==> src/rtl/flash_boot_copier_pkg.sv <==
// Shared constants for the flash boot copier: FSM encodings, flash register
// offsets and the tail-word byte-select helper.
package flash_boot_copier_pkg;

  // Copier FSM states
  localparam logic [2:0] StIdle   = 3'd0;
  localparam logic [2:0] StSetAdr = 3'd1;
  localparam logic [2:0] StRdByte = 3'd2;
  localparam logic [2:0] StWrWord = 3'd3;
  localparam logic [2:0] StFinish = 3'd4;

  // Single-transaction bus master states
  localparam logic [1:0] MsIdle  = 2'd0;
  localparam logic [1:0] MsIssue = 2'd1;
  localparam logic [1:0] MsWait  = 2'd2;

  // Flash slave register offsets (bit 0 of the bus address)
  localparam logic [31:0] FLASH_ADR_OFS = 32'd1;
  localparam logic [31:0] FLASH_DAT_OFS = 32'd0;

  // Byte selects for a word holding rem valid low bytes; rem==0 means full word.
  function automatic logic [3:0] tail_sel(input logic [1:0] rem);
    logic [3:0] sel;
    case (rem)
      2'd1:    sel = 4'h1;
      2'd2:    sel = 4'h3;
      2'd3:    sel = 4'h7;
      default: sel = 4'hF;
    endcase
    return sel;
  endfunction

endpackage

==> src/rtl/flash_boot_copier_if.sv <==
// Pipelined Wishbone master/slave signal bundle used by the flash boot copier.
interface flash_boot_copier_if;
  logic [31:0] adr_o;
  logic [31:0] dat_o;
  logic [31:0] dat_i;
  logic        we_o;
  logic [3:0]  sel_o;
  logic        cyc_o;
  logic        stb_o;
  logic        ack_i;
  logic        err_i;
  logic        rty_i;
  logic        stall_i;

  modport master (
    output adr_o, dat_o, we_o, sel_o, cyc_o, stb_o,
    input  dat_i, ack_i, err_i, rty_i, stall_i
  );

  modport slave (
    input  adr_o, dat_o, we_o, sel_o, cyc_o, stb_o,
    output dat_i, ack_i, err_i, rty_i, stall_i
  );
endinterface

==> src/rtl/flash_boot_copier_wb_single_master.sv <==
// Issues one pipelined Wishbone transaction per req pulse and reports the outcome.
// Issue phase holds the request until a non-stalled cycle, wait phase keeps cyc
// up until ack/err/rty. Either phase gives up after TIMEOUT cycles.
module wb_single_master
  import flash_boot_copier_pkg::*;
#(
  parameter int unsigned TIMEOUT = 1024
) (
  input  logic                clk,
  input  logic                rst_n,
  input  logic                req,
  input  logic [31:0]         req_adr,
  input  logic [31:0]         req_dat,
  input  logic                req_we,
  input  logic [3:0]          req_sel,
  output logic                rsp_done,
  output logic                rsp_fail,
  output logic [31:0]         rsp_dat,
  flash_boot_copier_if.master bus
);

  localparam int unsigned    CntW    = $clog2(TIMEOUT + 1);
  localparam logic [CntW-1:0] CntLast = CntW'(TIMEOUT - 1);

  logic [1:0]      st_q, st_d;
  logic [CntW-1:0] cnt_q, cnt_d;
  logic            cyc_q, cyc_d, stb_q, stb_d, we_q, we_d;
  logic [3:0]      sel_q, sel_d;
  logic [31:0]     adr_q, adr_d, dat_q, dat_d, rdat_q, rdat_d;
  logic            done_q, done_d, fail_q, fail_d;
  logic            resp, expired;

  // rty is folded into failure alongside err
  assign resp    = bus.ack_i | bus.err_i | bus.rty_i;
  assign expired = (cnt_q == CntLast);

  // Transaction sequencing: launch, stall handling, response/timeout
  always_comb begin
    st_d   = st_q;
    cnt_d  = cnt_q;
    cyc_d  = cyc_q;
    stb_d  = stb_q;
    we_d   = we_q;
    sel_d  = sel_q;
    adr_d  = adr_q;
    dat_d  = dat_q;
    rdat_d = rdat_q;
    done_d = 1'b0;
    fail_d = 1'b0;
    unique case (st_q)
      MsIdle: begin
        if (req) begin
          st_d  = MsIssue;
          cyc_d = 1'b1;
          stb_d = 1'b1;
          we_d  = req_we;
          sel_d = req_sel;
          adr_d = req_adr;
          dat_d = req_dat;
          cnt_d = '0;
        end
      end
      MsIssue: begin
        if (!bus.stall_i) begin
          st_d  = MsWait;
          stb_d = 1'b0;
          cnt_d = '0;
        end else if (expired) begin
          st_d   = MsIdle;
          cyc_d  = 1'b0;
          stb_d  = 1'b0;
          done_d = 1'b1;
          fail_d = 1'b1;
        end else begin
          cnt_d = cnt_q + 1'b1;
        end
      end
      MsWait: begin
        if (resp) begin
          st_d   = MsIdle;
          cyc_d  = 1'b0;
          done_d = 1'b1;
          fail_d = bus.err_i | bus.rty_i;
          rdat_d = bus.dat_i;
        end else if (expired) begin
          st_d   = MsIdle;
          cyc_d  = 1'b0;
          done_d = 1'b1;
          fail_d = 1'b1;
        end else begin
          cnt_d = cnt_q + 1'b1;
        end
      end
      default: begin
        st_d  = MsIdle;
        cyc_d = 1'b0;
        stb_d = 1'b0;
      end
    endcase
  end

  // State and registered bus outputs
  always_ff @(posedge clk or negedge rst_n) begin
    if (!rst_n) begin
      st_q   <= MsIdle;
      cnt_q  <= '0;
      cyc_q  <= 1'b0;
      stb_q  <= 1'b0;
      we_q   <= 1'b0;
      sel_q  <= '0;
      adr_q  <= '0;
      dat_q  <= '0;
      rdat_q <= '0;
      done_q <= 1'b0;
      fail_q <= 1'b0;
    end else begin
      st_q   <= st_d;
      cnt_q  <= cnt_d;
      cyc_q  <= cyc_d;
      stb_q  <= stb_d;
      we_q   <= we_d;
      sel_q  <= sel_d;
      adr_q  <= adr_d;
      dat_q  <= dat_d;
      rdat_q <= rdat_d;
      done_q <= done_d;
      fail_q <= fail_d;
    end
  end

  assign bus.cyc_o = cyc_q;
  assign bus.stb_o = stb_q;
  assign bus.we_o  = we_q;
  assign bus.sel_o = sel_q;
  assign bus.adr_o = adr_q;
  assign bus.dat_o = dat_q;
  assign rsp_done  = done_q;
  assign rsp_fail  = fail_q;
  assign rsp_dat   = rdat_q;

endmodule

==> src/rtl/flash_boot_copier.sv <==
// Copies a byte range out of the byte-wide flash slave into memory, packing four
// bytes little-endian per 32-bit write. The flash address register is rewritten
// before every byte read because the slave does not auto-increment.
module flash_boot_copier
  import flash_boot_copier_pkg::*;
#(
  parameter logic [31:0] FLASH_BASE = 32'h0100_0000,
  parameter int unsigned TIMEOUT    = 1024
) (
  input  logic                clk_bus,
  input  logic                rst_bus,
  input  logic                start_i,
  input  logic [22:0]         src_i,
  input  logic [31:0]         dst_i,
  input  logic [15:0]         len_i,
  output logic                busy_o,
  output logic                done_o,
  output logic                fail_o,
  flash_boot_copier_if.master bus
);

  logic [2:0]  state_q, state_d;
  logic [22:0] src_q, src_d;
  logic [31:0] wadr_q, wadr_d;
  logic [15:0] len_q, len_d;
  logic [15:0] k_q, k_d, k_inc;
  logic [31:0] buf_q, buf_d;
  logic        busy_q, busy_d, done_q, done_d, fail_q, fail_d, req_q, req_d;

  logic [31:0] req_adr, req_dat;
  logic        req_we;
  logic [3:0]  req_sel;
  logic        rsp_done, rsp_fail, rsp_ok;
  logic [31:0] rsp_dat;
  logic        unused_rsp;

  assign k_inc      = k_q + 16'd1;
  assign rsp_ok     = rsp_done & ~rsp_fail;
  assign unused_rsp = ^rsp_dat[31:8];

  // Request fields follow the current state; the master latches them on req
  always_comb begin
    req_adr = '0;
    req_dat = '0;
    req_we  = 1'b0;
    req_sel = '0;
    case (state_q)
      StSetAdr: begin
        req_adr = FLASH_BASE | FLASH_ADR_OFS;
        req_dat = {9'b0, src_q + 23'(k_q)};
        req_we  = 1'b1;
        req_sel = 4'hF;
      end
      StRdByte: begin
        req_adr = FLASH_BASE | FLASH_DAT_OFS;
        req_sel = 4'h1;
      end
      StWrWord: begin
        req_adr = wadr_q;
        req_dat = buf_q;
        req_we  = 1'b1;
        // k[1:0]==0 here means a full word, otherwise the tail
        req_sel = tail_sel(k_q[1:0]);
      end
      default: ;
    endcase
  end

  // Copier FSM, byte counter and packing buffer
  always_comb begin
    state_d = state_q;
    src_d   = src_q;
    wadr_d  = wadr_q;
    len_d   = len_q;
    k_d     = k_q;
    buf_d   = buf_q;
    busy_d  = busy_q;
    fail_d  = fail_q;
    done_d  = 1'b0;
    req_d   = 1'b0;
    case (state_q)
      StIdle: begin
        if (start_i) begin
          src_d  = src_i;
          wadr_d = {dst_i[31:2], 2'b00};
          len_d  = len_i;
          k_d    = '0;
          buf_d  = '0;
          busy_d = 1'b1;
          fail_d = 1'b0;
          if (len_i == 16'd0) begin
            state_d = StFinish;
          end else begin
            state_d = StSetAdr;
            req_d   = 1'b1;
          end
        end
      end
      StSetAdr: begin
        if (rsp_ok) begin
          state_d = StRdByte;
          req_d   = 1'b1;
        end
      end
      StRdByte: begin
        if (rsp_ok) begin
          buf_d   = buf_q | ({24'b0, rsp_dat[7:0]} << {k_q[1:0], 3'b000});
          k_d     = k_inc;
          req_d   = 1'b1;
          state_d = (k_inc[1:0] == 2'd0 || k_inc == len_q) ? StWrWord : StSetAdr;
        end
      end
      StWrWord: begin
        if (rsp_ok) begin
          buf_d  = '0;
          wadr_d = wadr_q + 32'd4;
          if (k_q == len_q) begin
            state_d = StFinish;
          end else begin
            state_d = StSetAdr;
            req_d   = 1'b1;
          end
        end
      end
      StFinish: begin
        done_d  = 1'b1;
        busy_d  = 1'b0;
        state_d = StIdle;
      end
      default: state_d = StIdle;
    endcase
    // A failed transaction abandons the copy; the partial buffer is never written
    if (rsp_done && rsp_fail) begin
      state_d = StFinish;
      fail_d  = 1'b1;
      buf_d   = '0;
      req_d   = 1'b0;
    end
  end

  // Copier state registers
  always_ff @(posedge clk_bus or negedge rst_bus) begin
    if (!rst_bus) begin
      state_q <= StIdle;
      src_q   <= '0;
      wadr_q  <= '0;
      len_q   <= '0;
      k_q     <= '0;
      buf_q   <= '0;
      busy_q  <= 1'b0;
      done_q  <= 1'b0;
      fail_q  <= 1'b0;
      req_q   <= 1'b0;
    end else begin
      state_q <= state_d;
      src_q   <= src_d;
      wadr_q  <= wadr_d;
      len_q   <= len_d;
      k_q     <= k_d;
      buf_q   <= buf_d;
      busy_q  <= busy_d;
      done_q  <= done_d;
      fail_q  <= fail_d;
      req_q   <= req_d;
    end
  end

  assign busy_o = busy_q;
  assign done_o = done_q;
  assign fail_o = fail_q;

  wb_single_master #(
    .TIMEOUT (TIMEOUT)
  ) u_master (
    .clk      (clk_bus),
    .rst_n    (rst_bus),
    .req      (req_q),
    .req_adr  (req_adr),
    .req_dat  (req_dat),
    .req_we   (req_we),
    .req_sel  (req_sel),
    .rsp_done (rsp_done),
    .rsp_fail (rsp_fail),
    .rsp_dat  (rsp_dat),
    .bus      (bus)
  );

endmodule
==> src/flat_wrapper.sv <==
// flat-port wrapper written by rule: the top's interface ports become plain ports
module flash_boot_copier_flat import flash_boot_copier_pkg::*;
#(
  parameter logic [31:0] FLASH_BASE = 32'h0100_0000,
  parameter int unsigned TIMEOUT    = 1024
)
  (clk_bus, rst_bus, start_i, src_i, dst_i, len_i, busy_o, done_o, fail_o, bus_adr_o, bus_dat_o, bus_we_o, bus_sel_o, bus_cyc_o, bus_stb_o, bus_dat_i, bus_ack_i, bus_err_i, bus_rty_i, bus_stall_i);
  flash_boot_copier_if bus_i ();
  input  logic clk_bus;
  input  logic rst_bus;
  input  logic start_i;
  input  logic [22:0] src_i;
  input  logic [31:0] dst_i;
  input  logic [15:0] len_i;
  output logic busy_o;
  output logic done_o;
  output logic fail_o;
  output wire logic [$bits(bus_i.adr_o)-1:0] bus_adr_o;
  output wire logic [$bits(bus_i.dat_o)-1:0] bus_dat_o;
  output wire logic [$bits(bus_i.we_o)-1:0] bus_we_o;
  output wire logic [$bits(bus_i.sel_o)-1:0] bus_sel_o;
  output wire logic [$bits(bus_i.cyc_o)-1:0] bus_cyc_o;
  output wire logic [$bits(bus_i.stb_o)-1:0] bus_stb_o;
  input wire logic [$bits(bus_i.dat_i)-1:0] bus_dat_i;
  input wire logic [$bits(bus_i.ack_i)-1:0] bus_ack_i;
  input wire logic [$bits(bus_i.err_i)-1:0] bus_err_i;
  input wire logic [$bits(bus_i.rty_i)-1:0] bus_rty_i;
  input wire logic [$bits(bus_i.stall_i)-1:0] bus_stall_i;
  assign bus_adr_o = bus_i.adr_o;
  assign bus_dat_o = bus_i.dat_o;
  assign bus_we_o = bus_i.we_o;
  assign bus_sel_o = bus_i.sel_o;
  assign bus_cyc_o = bus_i.cyc_o;
  assign bus_stb_o = bus_i.stb_o;
  assign bus_i.dat_i = bus_dat_i;
  assign bus_i.ack_i = bus_ack_i;
  assign bus_i.err_i = bus_err_i;
  assign bus_i.rty_i = bus_rty_i;
  assign bus_i.stall_i = bus_stall_i;
  flash_boot_copier #(.FLASH_BASE(FLASH_BASE), .TIMEOUT(TIMEOUT)) u_core (.clk_bus(clk_bus), .rst_bus(rst_bus), .start_i(start_i), .src_i(src_i), .dst_i(dst_i), .len_i(len_i), .busy_o(busy_o), .done_o(done_o), .fail_o(fail_o), .bus(bus_i));
endmodule
==> config.mk <==
export PLATFORM = sky130hd
export DESIGN_NAME = flash_boot_copier_flat
export DESIGN_NICKNAME = d
export VERILOG_FILES = /design/src/rtl/flash_boot_copier_pkg.sv /design/src/rtl/flash_boot_copier_if.sv /design/src/rtl/flash_boot_copier_wb_single_master.sv /design/src/rtl/flash_boot_copier.sv /design/src/flat_wrapper.sv
export SDC_FILE = /design/constraint.sdc
export NUM_CORES = 1
export LEC_CHECK = 0
export CORE_UTILIZATION = 32
export DETAILED_ROUTE_END_ITERATION = 10
export GPL_ROUTABILITY_DRIVEN = 0
export PLACE_DENSITY_LB_ADDON = 0.05
export SKIP_CTS_REPAIR_TIMING = 1
export SYNTH_ARGS = -nofsm -noshare
export SYNTH_HDL_FRONTEND = slang
export SYNTH_HIERARCHICAL = 1
export SYNTH_SLANG_ARGS = --single-unit
==> constraint.sdc <==
create_clock -name clk_bus -period 6.54 [get_ports clk_bus]
set_clock_uncertainty 0.2 [all_clocks]
set_input_delay 1.308 -clock clk_bus [delete_from_list [all_inputs] [get_ports clk_bus]]
set_output_delay 1.308 -clock clk_bus [all_outputs]
set_load 0.02 [all_outputs]
Word-level counts from Yosys, hierarchy flattened
Cells that the tools add are included.

Bits in writable memories: 0. Bits of input ports: 110. Output and inout port bits: 74. Memories: 0. Word-level logic and storage cells: 145. Latch bits: 0. ROM bits: 0. Register bits after elaboration: 220.

Add/sub/neg operators: 4. Bitwise gates (word level): 7. Mux-type cells: 62. Equality and inequality tests: 23. Multipliers: 0. Divide/modulo/power cells: 0. Reductions and logical operators: 27. Shift-type cells: 1. $lt $le $gt $ge: 0.

Operators with widths (count): 32-bit 2-to-1 mux (6); 32-bit one-hot mux with 3 select lines (2); 32-bit one-hot mux with 2 select lines (2); 11-bit 2-to-1 mux (4); 11-bit one-hot mux with 3 select lines (1); 32-bit by 3-bit adder with 32-bit output, second input constant (1); 16-bit equality test (2); 16-bit 2-to-1 mux (2); 32-bit OR (1); 16-bit one-hot mux with 2 select lines (1); 8-bit by 5-bit << shifter with 32-bit output (1); 4-bit one-hot mux with 3 select lines (2); 23-bit by 16-bit adder with 23-bit output (1); 1-bit 2-to-1 mux (22); 3-bit 2-to-1 mux (7); 16-bit by 1-bit adder with 16-bit output, second input constant (1); 16-bit zero test (1); 3-bit one-hot mux with 4 select lines (1); 2-bit AND reduction (6); 3-bit AND reduction (4); 11-bit by 1-bit adder with 11-bit output, second input constant (1); 11-bit by 10-bit equality test with 1-bit output, second input constant (1); 2-bit 2-to-1 mux (5); 2-bit nonzero test (5); other kinds (24) (44).

Longest topological paths before layout
Depth in word-level cells: 7. Depth in mapped cells: 11. Depth with buffers taken out: 11.

Hierarchy
The synthesis kept the hierarchy.

Modules (own cells, without submodules): flash_boot_copier (times used 1, sequential area each 3103.0 um2, cells each 979, area each 7657.3 um2); wb_single_master (times used 1, sequential area each 2952.8 um2, cells each 326, area each 4782.1 um2).

Worst setup path before layout
Ideal clock, no wire load.

Kind: register -> register. From: register u_core.k_q[1]. To: register u_core.u_master.dat_q[22], in the netlist u_core/u_master/bus.dat_o[22]. Data arrival time: 2.456 ns. Path slack: 3.760 ns. Period minus slack after synthesis: 2.780 ns. Data required time: 6.215 ns. Path buffers: 1. Cell stages (with the launch flop): 12. Setup time: 0.125 ns. Cell sequence: dfrtp_1 -> buf_2 -> inv_1 -> fa_1 -> nor2b_1 -> o2111ai_1 -> a21oi_1 -> o211ai_1 -> a211oi_1 -> xnor2_1 -> o21ai_1 -> mux2_2.

Longest elaborated chain between the ends: 2.

RTL lines: start, declared (line flash_boot_copier.sv:26) `logic [15:0] k_q, k_d, k_inc;`; start signal, assigned (line flash_boot_copier.sv:159) `k_q <= k_d;`; 23-bit by 16-bit adder with 23-bit output (line flash_boot_copier.sv:50) `req_dat = {9'b0, src_q + 23'(k_q)};`; 32-bit one-hot mux with 2 select lines (line flash_boot_copier.sv:47) `case (state_q)`; named net u_core.req_dat[22] (line flash_boot_copier.sv:30) `logic [31:0] req_adr, req_dat;`; end signal, assigned (line flash_boot_copier_wb_single_master.sv:124) `dat_q <= dat_d;`; end, declared (line flash_boot_copier_wb_single_master.sv:29) `logic [31:0] adr_q, adr_d, dat_q, dat_d, rdat_q, rdat_d;`.

The timed path passes the listed nets, and every way through them passes these cells. A chain may end at the register's enable or synchronous reset.

Final worst setup path
From: register u_core.k_q[0]. To: register u_core.u_master.dat_q[22], in the netlist u_core/u_master/bus.dat_o[22].

The elaborated chain is that of the path after synthesis.

==> summary.txt <==
Run status
  – Outcome: finished, final reports clean

Worst setup path
  – CP arrival: 3740 ps
  – Startpoint Class: flop
  – Critical path class: flop to flop
  – Required @ worst endpoint: 6760 ps
  – CP Capture Type: flop
  – Critical Path Fanout Max: 15

CTS
  – Root Buffer: clkbuf_16
  – Clk slew on worst S/H paths: 60 ps
  – Clock Path Buffers: 3
  – Clock sink count: 218
  – CTS Buf Count: 27
  – TritonCTS clock tree: built
  – Worst-skew pair later-pin latency: 540 ps
  – CTS H-tree lvls: 1

GRT
  – Largest net degree at the start of global routing: 153
  – Number of global-route vias before repair: 9186
  – First-pass GRT wire length: 53230 um
  – GRT overflow: 0
  – Initial antenna violation count: 0
  – Total GRT Usage: 18.32%

Power and ir drop
  – Leak: 6.438 nW
  – VDD IR max: 0.0002279 V
  – Pwr Density: 423.3 nW/um^2

Final layout
  – Fillers: 3601
  – Most frequent cells in the layout: dfrtp_1 (218), nand2_1 (204), clkdlybuf4s50_1 (156)
  – Nets: 1522
  – Layout overhead on the synthesized area: 24.35%
  – Commonest non-fill, non-tap cell in the layout: dfrtp_1
  – N_diodes: 0
  – Design Area, Final: 14380 um^2
  – Final Non-Filler Cells: 1865
  – Share of layout cells above drive strength 1: 11.11%

STA
  – Pins Over Slew Limit: 0
  – Tightest Pin Transition: 942.3 ps
  – Unrepaired setup endpoints after global routing: false
  – Setup TNS: 0 ps
  – Relative max-transition margin: 36.94%
  – Final setup margin: 3018 ps
  – Final period util: 53.85%
  – # setup viols final: 0
  – Max Clock Freq: 283.9 MHz
  – Final critical-path required period: 3522 ps
  – Fin. Hold Viols: 0

Yosys
  – Synth Net Count: 1393
  – Syn Std Cell Area: 11560 um^2
  – Synth Area per Inst: 9.207 um^2
  – Yosys warning count: 6
  – Cells after synthesis: 1256

Routing
  – Final ANT Viol Nets: 0
  – Avg WL per Cell: 17.96 um
  – Final wirelength: 33500 um
  – Drt drc: 0
  – Vias: 9574
  – Detailed Routing Iterations Pass 1: 5
  – DRT iter0 DRCs: 437
  – Via density: 5.134

Floorplanning
  – Core box area: 35570 um^2
  – Top Ports: 184
  – Starting density of the core: 32.51%
  – Die Footprint: 36900 um^2
  – Die height: 192.1 um
  – FP Rows: 69
  – Die Width: 192.1 um

Placement
  – DP HPWL: 22890 um
  – Number of I/O port buffers: 157
  – DP Cell Count: 1817
  – Pre-CTS WS: 2685 ps
  – Placed Area: 13560 um^2

Worst hold path
  – Hold Path Class: flop to flop

Run
  – Max_cap viols: 0
[metrics by stage]
stage	util [%]	hold slack, ps	total power [mW]
final	40.42	284.2	6.086
after global routing	40.42	307.4	6.539
after CTS	40.42	290.7	6.175
after detailed placement	38.13	276.8	4.750
after global placement	38.13	266.9	4.729
after floorplan	-	252.3	3.758
[flip-flops by register name, indices dropped and copies added, names as in the netlist, 2 cells and up]
name,cells
u_core/buf_q,32
u_core/u_master/bus.adr_o,32
u_core/u_master/bus.dat_o,32
u_core/wadr_q,30
u_core/src_q,23
u_core/k_q,16
u_core/len_q,16
u_core/u_master/cnt_q,11
u_core/u_master/rsp_dat,8
u_core/u_master/bus.sel_o,4
u_core/state_q,3
u_core/u_master/st_q,2
[where the power goes]
part	internal (mW)	total, mW	switching [mW]
registers	1.80	2.24	0.433
logic	1.06	2.47	1.40
clock network	0.807	1.38	0.576
total	3.67	6.09	2.41
[area by class of cell]
cell class	instances	area (um^2)	share of cell area, %
Multi-Input combinational cell	941	5749	39.98
Sequential cell	218	5455	37.94
Timing Repair Buffer	168	1672	11.63
Clock buffer	40	764.5	5.317
Tap cell	461	576.8	4.011
Inverter	29	108.9	0.7570
Clock inverter	8	52.55	0.3655
[critical path, stage by stage, from the launching register on]
cell       delay [ps]
dfrtp_1           740
ha_1              330
inv_1              70
fa_1              370
nor2b_1           220
o2111ai_1         170
a21oi_1           250
o211ai_1          180
a211oi_1          310
xnor2_1           210
o21ai_1           110
mux2_2            270
[final timing paths]
path                                   from  cells after the start                       endpoint  slack, ps
max                           u_core/k_q[0]                     11  u_core/u_master/bus.dat_o[22]       3020
min reg2reg                u_core/src_q[11]                      2               u_core/src_q[11]        280
min                        u_core/src_q[11]                      2               u_core/src_q[11]        280
max reg2reg                   u_core/k_q[0]                     11  u_core/u_master/bus.dat_o[22]       3020
max in group asynchronous           rst_bus                      2       u_core/u_master/cnt_q[6]       4320
min in group asynchronous           rst_bus                      1     u_core/u_master/rsp_dat[2]        510
[metal layers]
layer  GRT usage, %  part of all wire [%]  vias to the layer above
met2          28.12                    44                      165
met4          3.634                   1.6                        0
met1          27.32                    50                     4691
met5              0                     0                        -
li1               -                     -                     4682
met3          2.430                   3.7                       36
No activity file was read; power rests on OpenSTA's default activity.
